File: src/rtl/rtc_time_formatter.sv
// rtc_time_formatter: serialises a DS1302 BCD time triple as an ASCII line over the tx_module enable/done handshake.
module rtc_time_formatter #(
  parameter logic [7:0] SEPARATOR = 8'h3A,
  parameter bit         EMIT_CRLF = 1'b1
) (
  input  logic       clk,
  input  logic       rst_n,
  input  logic       time_valid,
  input  logic [7:0] hour_bcd,
  input  logic [7:0] min_bcd,
  input  logic [7:0] sec_bcd,
  output logic       tx_en_sig,
  output logic [7:0] tx_data,
  input  logic       tx_done,
  output logic       busy,
  output logic [7:0] drop_cnt
);
  typedef enum logic [1:0] {IDLE, SEND, GAP, FIN} state_t;
  state_t      state_q, state_d;
  logic [23:0] act_q, act_d, pend_q, pend_d;
  logic        pend_valid_q, pend_valid_d;
  logic [3:0]  char_idx_q, char_idx_d;
  logic        tx_en_q, tx_en_d;
  logic [7:0]  tx_data_q, tx_data_d;
  logic [7:0]  drop_cnt_q, drop_cnt_d;
  logic [23:0] trip;
  logic        last;
  logic        pend_wr;
  assign trip = {hour_bcd, min_bcd, sec_bcd};
  function automatic logic [7:0] asc(input logic [3:0] d);
    return (d > 4'd9) ? 8'h3F : 8'h30 + {4'd0, d};
  endfunction
  // Triple layout is {hour, min, sec}; hour bit7 selects 12h mode, which adds " AM"/" PM".
  function automatic logic [3:0] last_idx(input logic [23:0] t);
    return (t[23] ? 4'd10 : 4'd7) + (EMIT_CRLF ? 4'd2 : 4'd0);
  endfunction
  function automatic logic [7:0] char_of(input logic [23:0] t, input logic [3:0] i);
    logic [3:0] base;
    logic [7:0] c;
    base = t[23] ? 4'd11 : 4'd8;
    case (i)
      4'd0:    c = asc(t[23] ? {3'd0, t[20]} : {2'd0, t[21:20]});
      4'd1:    c = asc(t[19:16]);
      4'd3:    c = asc({1'b0, t[14:12]});
      4'd4:    c = asc(t[11:8]);
      4'd6:    c = asc({1'b0, t[6:4]});
      4'd7:    c = asc(t[3:0]);
      4'd8:    c = 8'h20;
      4'd9:    c = t[21] ? 8'h50 : 8'h41;
      4'd10:   c = 8'h4D;
      default: c = SEPARATOR;
    endcase
    if (i >= base) c = (i == base) ? 8'h0D : 8'h0A;
    return c;
  endfunction
  assign last = char_idx_q == last_idx(act_q);
  always_ff @(posedge clk or negedge rst_n) begin
    if (!rst_n) begin
      state_q      <= IDLE;
      act_q        <= '0;
      pend_q       <= '0;
      pend_valid_q <= 1'b0;
      char_idx_q   <= '0;
      tx_en_q      <= 1'b0;
      tx_data_q    <= '0;
      drop_cnt_q   <= '0;
    end else begin
      state_q      <= state_d;
      act_q        <= act_d;
      pend_q       <= pend_d;
      pend_valid_q <= pend_valid_d;
      char_idx_q   <= char_idx_d;
      tx_en_q      <= tx_en_d;
      tx_data_q    <= tx_data_d;
      drop_cnt_q   <= drop_cnt_d;
    end
  end
  always_comb begin
    state_d = state_q;
    case (state_q)
      IDLE:    state_d = time_valid ? SEND : IDLE;
      SEND:    state_d = tx_done ? (last ? FIN : GAP) : SEND;
      GAP:     state_d = SEND;
      FIN:     state_d = (pend_valid_q || time_valid) ? SEND : IDLE;
      default: state_d = IDLE;
    endcase
  end
  // A new triple goes to the pending slot whenever the active line cannot take it.
  assign pend_wr = time_valid && (state_q == SEND || state_q == GAP || (state_q == FIN && pend_valid_q));
  always_comb begin
    act_d        = act_q;
    pend_d       = pend_q;
    pend_valid_d = pend_valid_q;
    char_idx_d   = char_idx_q;
    tx_en_d      = tx_en_q;
    drop_cnt_d   = drop_cnt_q;
    case (state_q)
      IDLE: if (time_valid) begin
        act_d      = trip;
        char_idx_d = '0;
        tx_en_d    = 1'b1;
      end
      SEND: if (tx_done) begin
        tx_en_d    = 1'b0;
        char_idx_d = char_idx_q + 4'd1;
      end
      GAP: tx_en_d = 1'b1;
      FIN: if (pend_valid_q || time_valid) begin
        act_d        = pend_valid_q ? pend_q : trip;
        pend_valid_d = 1'b0;
        char_idx_d   = '0;
        tx_en_d      = 1'b1;
      end
      default: tx_en_d = 1'b0;
    endcase
    if (pend_wr) begin
      pend_d       = trip;
      pend_valid_d = 1'b1;
      drop_cnt_d   = (pend_valid_q && state_q != FIN && drop_cnt_q != 8'hFF) ? drop_cnt_q + 8'd1 : drop_cnt_q;
    end
    tx_data_d = (tx_en_d && !tx_en_q) ? char_of(act_d, char_idx_d) : tx_data_q;
  end
  assign tx_en_sig = tx_en_q;
  assign tx_data   = tx_data_q;
  assign busy      = state_q != IDLE;
  assign drop_cnt  = drop_cnt_q;
endmodule

File: config.mk
export PLATFORM = sky130hd
export DESIGN_NAME = rtc_time_formatter
export DESIGN_NICKNAME = d
export VERILOG_FILES = /design/src/rtl/rtc_time_formatter.sv
export SDC_FILE = /design/constraint.sdc
export NUM_CORES = 1
export LEC_CHECK = 0
export ABC_AREA = 1
export CAP_MARGIN = 25
export CELL_PAD_IN_SITES_DETAIL_PLACEMENT = 2
export CELL_PAD_IN_SITES_GLOBAL_PLACEMENT = 2
export CORE_MARGIN = 8
export CORE_UTILIZATION = 32
export DETAILED_ROUTE_END_ITERATION = 12
export PLACE_DENSITY_LB_ADDON = 0.25
export SLEW_MARGIN = 30
export SYNTH_ARGS = -nofsm -noshare
export SYNTH_HDL_FRONTEND = slang
export SYNTH_SLANG_ARGS = --single-unit
File: constraint.sdc
create_clock -name clk -period 3.2 [get_ports clk]
set_clock_uncertainty 0.1 [all_clocks]
set_input_delay 0.32 -clock clk [delete_from_list [all_inputs] [get_ports clk]]
set_output_delay 0.32 -clock clk [all_outputs]
set_load 0.01 [all_outputs]
**Yosys cells after proc, flatten, opt, wreduce, memory -nomap -nowiden**

Index checks and enable logic that the tools add are counted.

- Reduce and logical (&&, ||, !) cells: 16
- Divide/modulo/power cells: 0
- Equality and inequality tests: 15
- Order comparisons: 7
- Mux-type cells: 33
- Add/subtract/negate cells: 9
- Shift-type cells: 0
- Multiply operators: 0
- Bitwise logic cells: 0

Operators with widths:

| operator | count |
|---|---|
| two-way mux 24 bit | 3 |
| one-hot mux 7 bit (9 select lines) | 1 |
| one-hot mux 24 bit (2 select lines) | 1 |
| two-way mux 7 bit | 6 |
| adder 6 x 4 -> 7 bit (first input constant) | 3 |
| two-way mux 4 bit | 4 |
| adder 6 x 3 -> 7 bit (first input constant) | 2 |
| equality test 4 x 3 -> 1 bit (second input constant) | 3 |
| equality test 4 bit (second input constant) | 3 |
| greater-than comparator 4 bit (second input constant) | 3 |
| one-hot mux 4 bit (3 select lines) | 1 |
| two-way mux 1 bit | 9 |
| adder 8 x 1 -> 8 bit (second input constant) | 1 |
| equality test 4 bit | 2 |
| greater-than comparator 3 x 4 -> 1 bit (second input constant) | 2 |
| two-way mux 8 bit | 1 |
| inequality test 8 bit (second input constant) | 1 |
| one-hot mux 2 bit (4 select lines) | 1 |
| adder 6 x 2 -> 7 bit (first input constant) | 1 |
| two-way mux 2 bit | 3 |
| nonzero test 2 bit | 3 |
| logical AND 1 bit | 5 |
| two-way mux 5 bit | 1 |
| adder 4 x 1 -> 4 bit (second input constant) | 1 |
| 15 further kinds | 19 |

- Memory bits (writable): 0
- Output and inout port bits: 18
- Bits in read-only memories: 0
- Logic and storage cells: 88
- Flip-flop bits (word level): 69
- Bits in latches: 0
- Memories kept: 0

**Depth between registers and ports, before layout**

- Depth in word-level cells: 8
- Depth in mapped cells: 19
- Depth with buffers taken out: 18

**Worst setup path before layout**

OpenSTA, ideal clock, no wires.

- Path type: flip-flop to flip-flop
- Start: register state_q[0]
- End: register tx_data_q[1] (netlist: tx_data[1])
- Arrival: 2496 ps
- Setup slack: 488 ps
- Stages on the path, launching flop included: 20
- Cells stage by stage: dfrtp_1 inv_1 ha_1 buf_2 inv_1 nand2_1 nand2_1 o21ai_0 nand2_1 o21ai_1 inv_1 ha_1 inv_1 nor2_1 o31ai_1 inv_1 nor2_2 nand3_1 nand2_1 nand2_1

- Cells in the longest elaborated chain, start to end: 7
- Elaborated cells between the ends (all ways): 42
- Those cells by class: 6 x add/sub; 7 x order compare; 12 x eq/ne; 14 x mux; 3 x reduce/logical

RTL lines:

| element | line | RTL |
|---|---|---|
| start, declared | 19 | `state_t state_q, state_d;` |
| start signal, assigned | 68 | `state_q <= state_d;` |
| equality test 2 bit or zero test 2 bit (tied branches) | 97 | `case (state_q)` |
| one-hot mux 24 bit (2 select lines) * | 97 |  |
| net act_d[23] | 20 | `logic [23:0] act_q, act_d, pend_q, pend_d;` |
| two-way mux 2 bit | 42 | `4'd0: c = asc(t[23] ? {3'd0, t[20]} : {2'd0, t[21:20]});` |
| adder 6 x 2 -> 7 bit or greater-than comparator 2 x 4 -> 1 bit (tied branches) | 31 | `return (d > 4'd9) ? 8'h3F : 8'h30 + {4'd0, d};` |
| two-way mux 7 bit | 31 |  |
| one-hot mux 7 bit (9 select lines) | 41 | `case (i)` |
| two-way mux 8 bit * | 53 | `if (i >= base) c = (i == base) ? 8'h0D : 8'h0A;` |
| end signal, assigned | 74 | `tx_data_q <= tx_data_d;` |
| end, declared | 24 | `logic [7:0] tx_data_q, tx_data_d;` |

Mark *: on every way through the listed nets, which the timed path passes. The rest lies on a longest branch.
A chain may end at the register's enable or synchronous reset.

**Worst setup path in the final report**

- Start: register state_q[1]
- End: register tx_data_q[1] (netlist: tx_data[1])

The elaborated chain is that of the path after synthesis.

==> metrics <==
status complete, but fails checks; failing checks hold timing; RSZ-0062 raised after global routing no; Die Width approximately 120 um; Fin Hold WS -12.1 ps; Hold Violations, Final 25; post-synthesis sequential area ratio 0.444; number of global-route vias before repair 4115; max_cap viols 0; DRT antenna net count 0; mapped cell area 0.00366 mm^2; crit path max fanout 5; die extent in y 123 um; Cell Chain, Critical Path inv_1 > ha_1 > inv_1 > nand2_1 > nand2_1 > o21ai_0 > nand2_1 > o21ai_1 > inv_1 > ha_1 > inv_1 > nor2_1 > o31ai_2 > inv_1 > nor2_4 > nand3_1 > nand2_1 > nand2_1; leading post-synthesis cells by cell area dfrtp_1 (44%), nand2_1 (18%), inv_1 (6.6%); core area 0.0113 mm^2; Syn-to-layout area delta 26.9%; max frequency 346 MHz; R2R cell count 18; routed vias/inst 4.97; dpl ws around 56 ps; TNS Setup 0 ps; Design Area, Final 0.00465 mm^2; Post-synth top cells nand2_1 (180), dfrtp_1 (65), inv_1 (64), nand3_1 (34), o21ai_0 (31); DP Area 0.00434 mm^2; drt initial violations approximately 180; worst flop-to-flop path endpoint tx_data[1]$_DFFE_PN0P_; row count 39; Arr. time, crit path 3010 ps; share of layout cells above drive strength 1 0.109; DRC Markers 0; Final Util 0.413; top_reg_cell synth dfrtp_1; Yosys top cell area share 0.444; first-pass GRT wire length 21300 um; Reg-to-Reg Start state_q[1]$_DFF_PN0_; drt wl/cell 17.9 um; Netlist cell types 35; crit-path max cell delay 410 ps; Cell Count Post-Placement ~700; Slew Limit Fails 0; Syn Area/Cell between 7 and 8 um^2; Post-DP HPWL 9660 um; total number of vias 3543; buffers added on ports 41; Ports 46; crit start category flop; grt total ovfl 0; Setup violations, final 0; Power Total 4.58 mW; fin nets 602; number of buffers created by CTS 9; Max-Slew Margin vs Limit 0.578; Least-Margin Pin Slew about 630 ps; Yosys warning count 0; All-Layer GR Usage 0.182; reg2reg setup slack between 300 and 400 ps; Worst EP required about 3300 ps; routability cong. between 0.8 and 0.9; largest net degree at the start of global routing 66; Clock transition at path regs 60 ps; worst min path class primary input to asynchronous set/reset pin; Cells after Synth between 500 and 600; cell area power density 984 mW/mm^2; FF+latch count, synth 65; CP Class flop to flop; Yosys top cell by area dfrtp_1; clk sink count 65; DRT Wirelength 12800 um; Mapped Nets ~540; total leakage power 2.39 nW; initial core utilization 0.325; clk buf depth 2; DIE AREA 0.0151 mm^2; final worst setup slack 309 ps; CTS tree yes; fin crit period between 2000 and 3000 ps; Peak VDD IR 0.385 mV; later-pin clock latency in the skew report about 340 ps; clock root buffer clkbuf_16; Post-CTS Setup Inserts 0; CP max stage cell dfrtp_1; crit end category flop; EDFF count, synth 0; Ant. Diodes 0; ys async rst share 1.00; antenna violations before repair 0; count leader, synth nand2_1; fin cells 713; H-tree Lvls 3; drt pass-1 iters 4; ratio of final minimum period to clock period 0.903
## worst max-delay path: cells and delay by family (launching register included)
kind	cells	cell delay, ps
flip-flops	1	410
adder cells (fa/ha/maj)	2	490
buffers and inverters	5	460
AND/OR/NAND/NOR	8	720
AO/OA/AOI/OAI	3	590
## power breakdown
part           total [mW]  internal (mW)  switching (mW)
registers            1.34           1.15           0.195
clock network       0.977          0.607           0.370
logic                2.26          0.832            1.42
total                4.58           2.59            1.99
## area by class of cell
type | instances | area (um^2)
Clock buffer | 14 | 284
Clock inverter | 2 | 10.0
Fill cell | 1330 | 6620
Inverter | 69 | 259
Multi-Input combinational cell | 358 | 1710
Sequential cell | 65 | 1630
Tap cell | 143 | 179
Timing Repair Buffer | 62 | 579
## registers in the layout, summed over array words and instances, names as in the netlist
signal	count
drop_cnt	8
tx_en_sig	1
pend_q	21
act_q	21
tx_data	7
char_idx_q	4
state_q	2
pend_valid_q	1
## routing by layer
layer | share of wire | global-route usage | vias to the layer above
met5 | 0 | 0 | -
met1 | 0.42 | 0.209 | 1774
met3 | 0.027 | 0.0333 | 25
met2 | 0.52 | 0.324 | 39
li1 | - | - | 1705
met4 | 0.028 | 0.0835 | 0
## cell families (layout without fill, tap and decap cells)
logic type,Yosys count,count (layout),synth area share
compound gates,68,68,0.102
xor+xnor,7,7,0.0167
fa+ha+maj,9,9,0.0307
buf+inv,84,147,0.0912
flops,65,65,0.444
other cells,1,1,0.00102
simple gates,273,273,0.314
## placed cells by master (no fill, tap or decap), types with 4 or more instances in the layout
| cell type | instances |
|---|---|
| nand2_2 | 4 |
| xnor2_1 | 5 |
| a21oi_1 | 19 |
| nor2_2 | 5 |
| clkbuf_16 | 9 |
| o22ai_1 | 4 |
| o21ai_1 | 4 |
| inv_2 | 4 |
| inv_1 | 64 |
| o21ai_0 | 31 |
| clkbuf_8 | 4 |
| nand4_1 | 5 |
| nor3_1 | 4 |
| dfrtp_1 | 65 |
| nor2_1 | 29 |
| clkdlybuf4s50_1 | 40 |
| nand2_1 | 180 |
| or2_2 | 5 |
| ha_1 | 9 |
| nand3_1 | 34 |
| buf_4 | 19 |
## worst max path at each step
stage	cells past startpoint	startpoint	to
after detailed placement	15	time_valid	tx_data[1]$_DFFE_PN0P_
after global routing	18	state_q[1]$_DFF_PN0_	tx_data[1]$_DFFE_PN0P_
after CTS	18	state_q[1]$_DFF_PN0_	tx_data[1]$_DFFE_PN0P_
after floorplan	19	state_q[0]$_DFF_PN0_	tx_data[1]$_DFFE_PN0P_
after global placement	15	time_valid	tx_data[1]$_DFFE_PN0P_
final	18	state_q[1]$_DFF_PN0_	tx_data[1]$_DFFE_PN0P_
## repair_timing
item | CTS | global route
hold buffers | 0 | 0
endpoints found under the hold margin | 0 | 0
resized for setup | 0 | 2
endpoints found under the setup margin | 0 | 3
(Power assumes the default switching activity.)
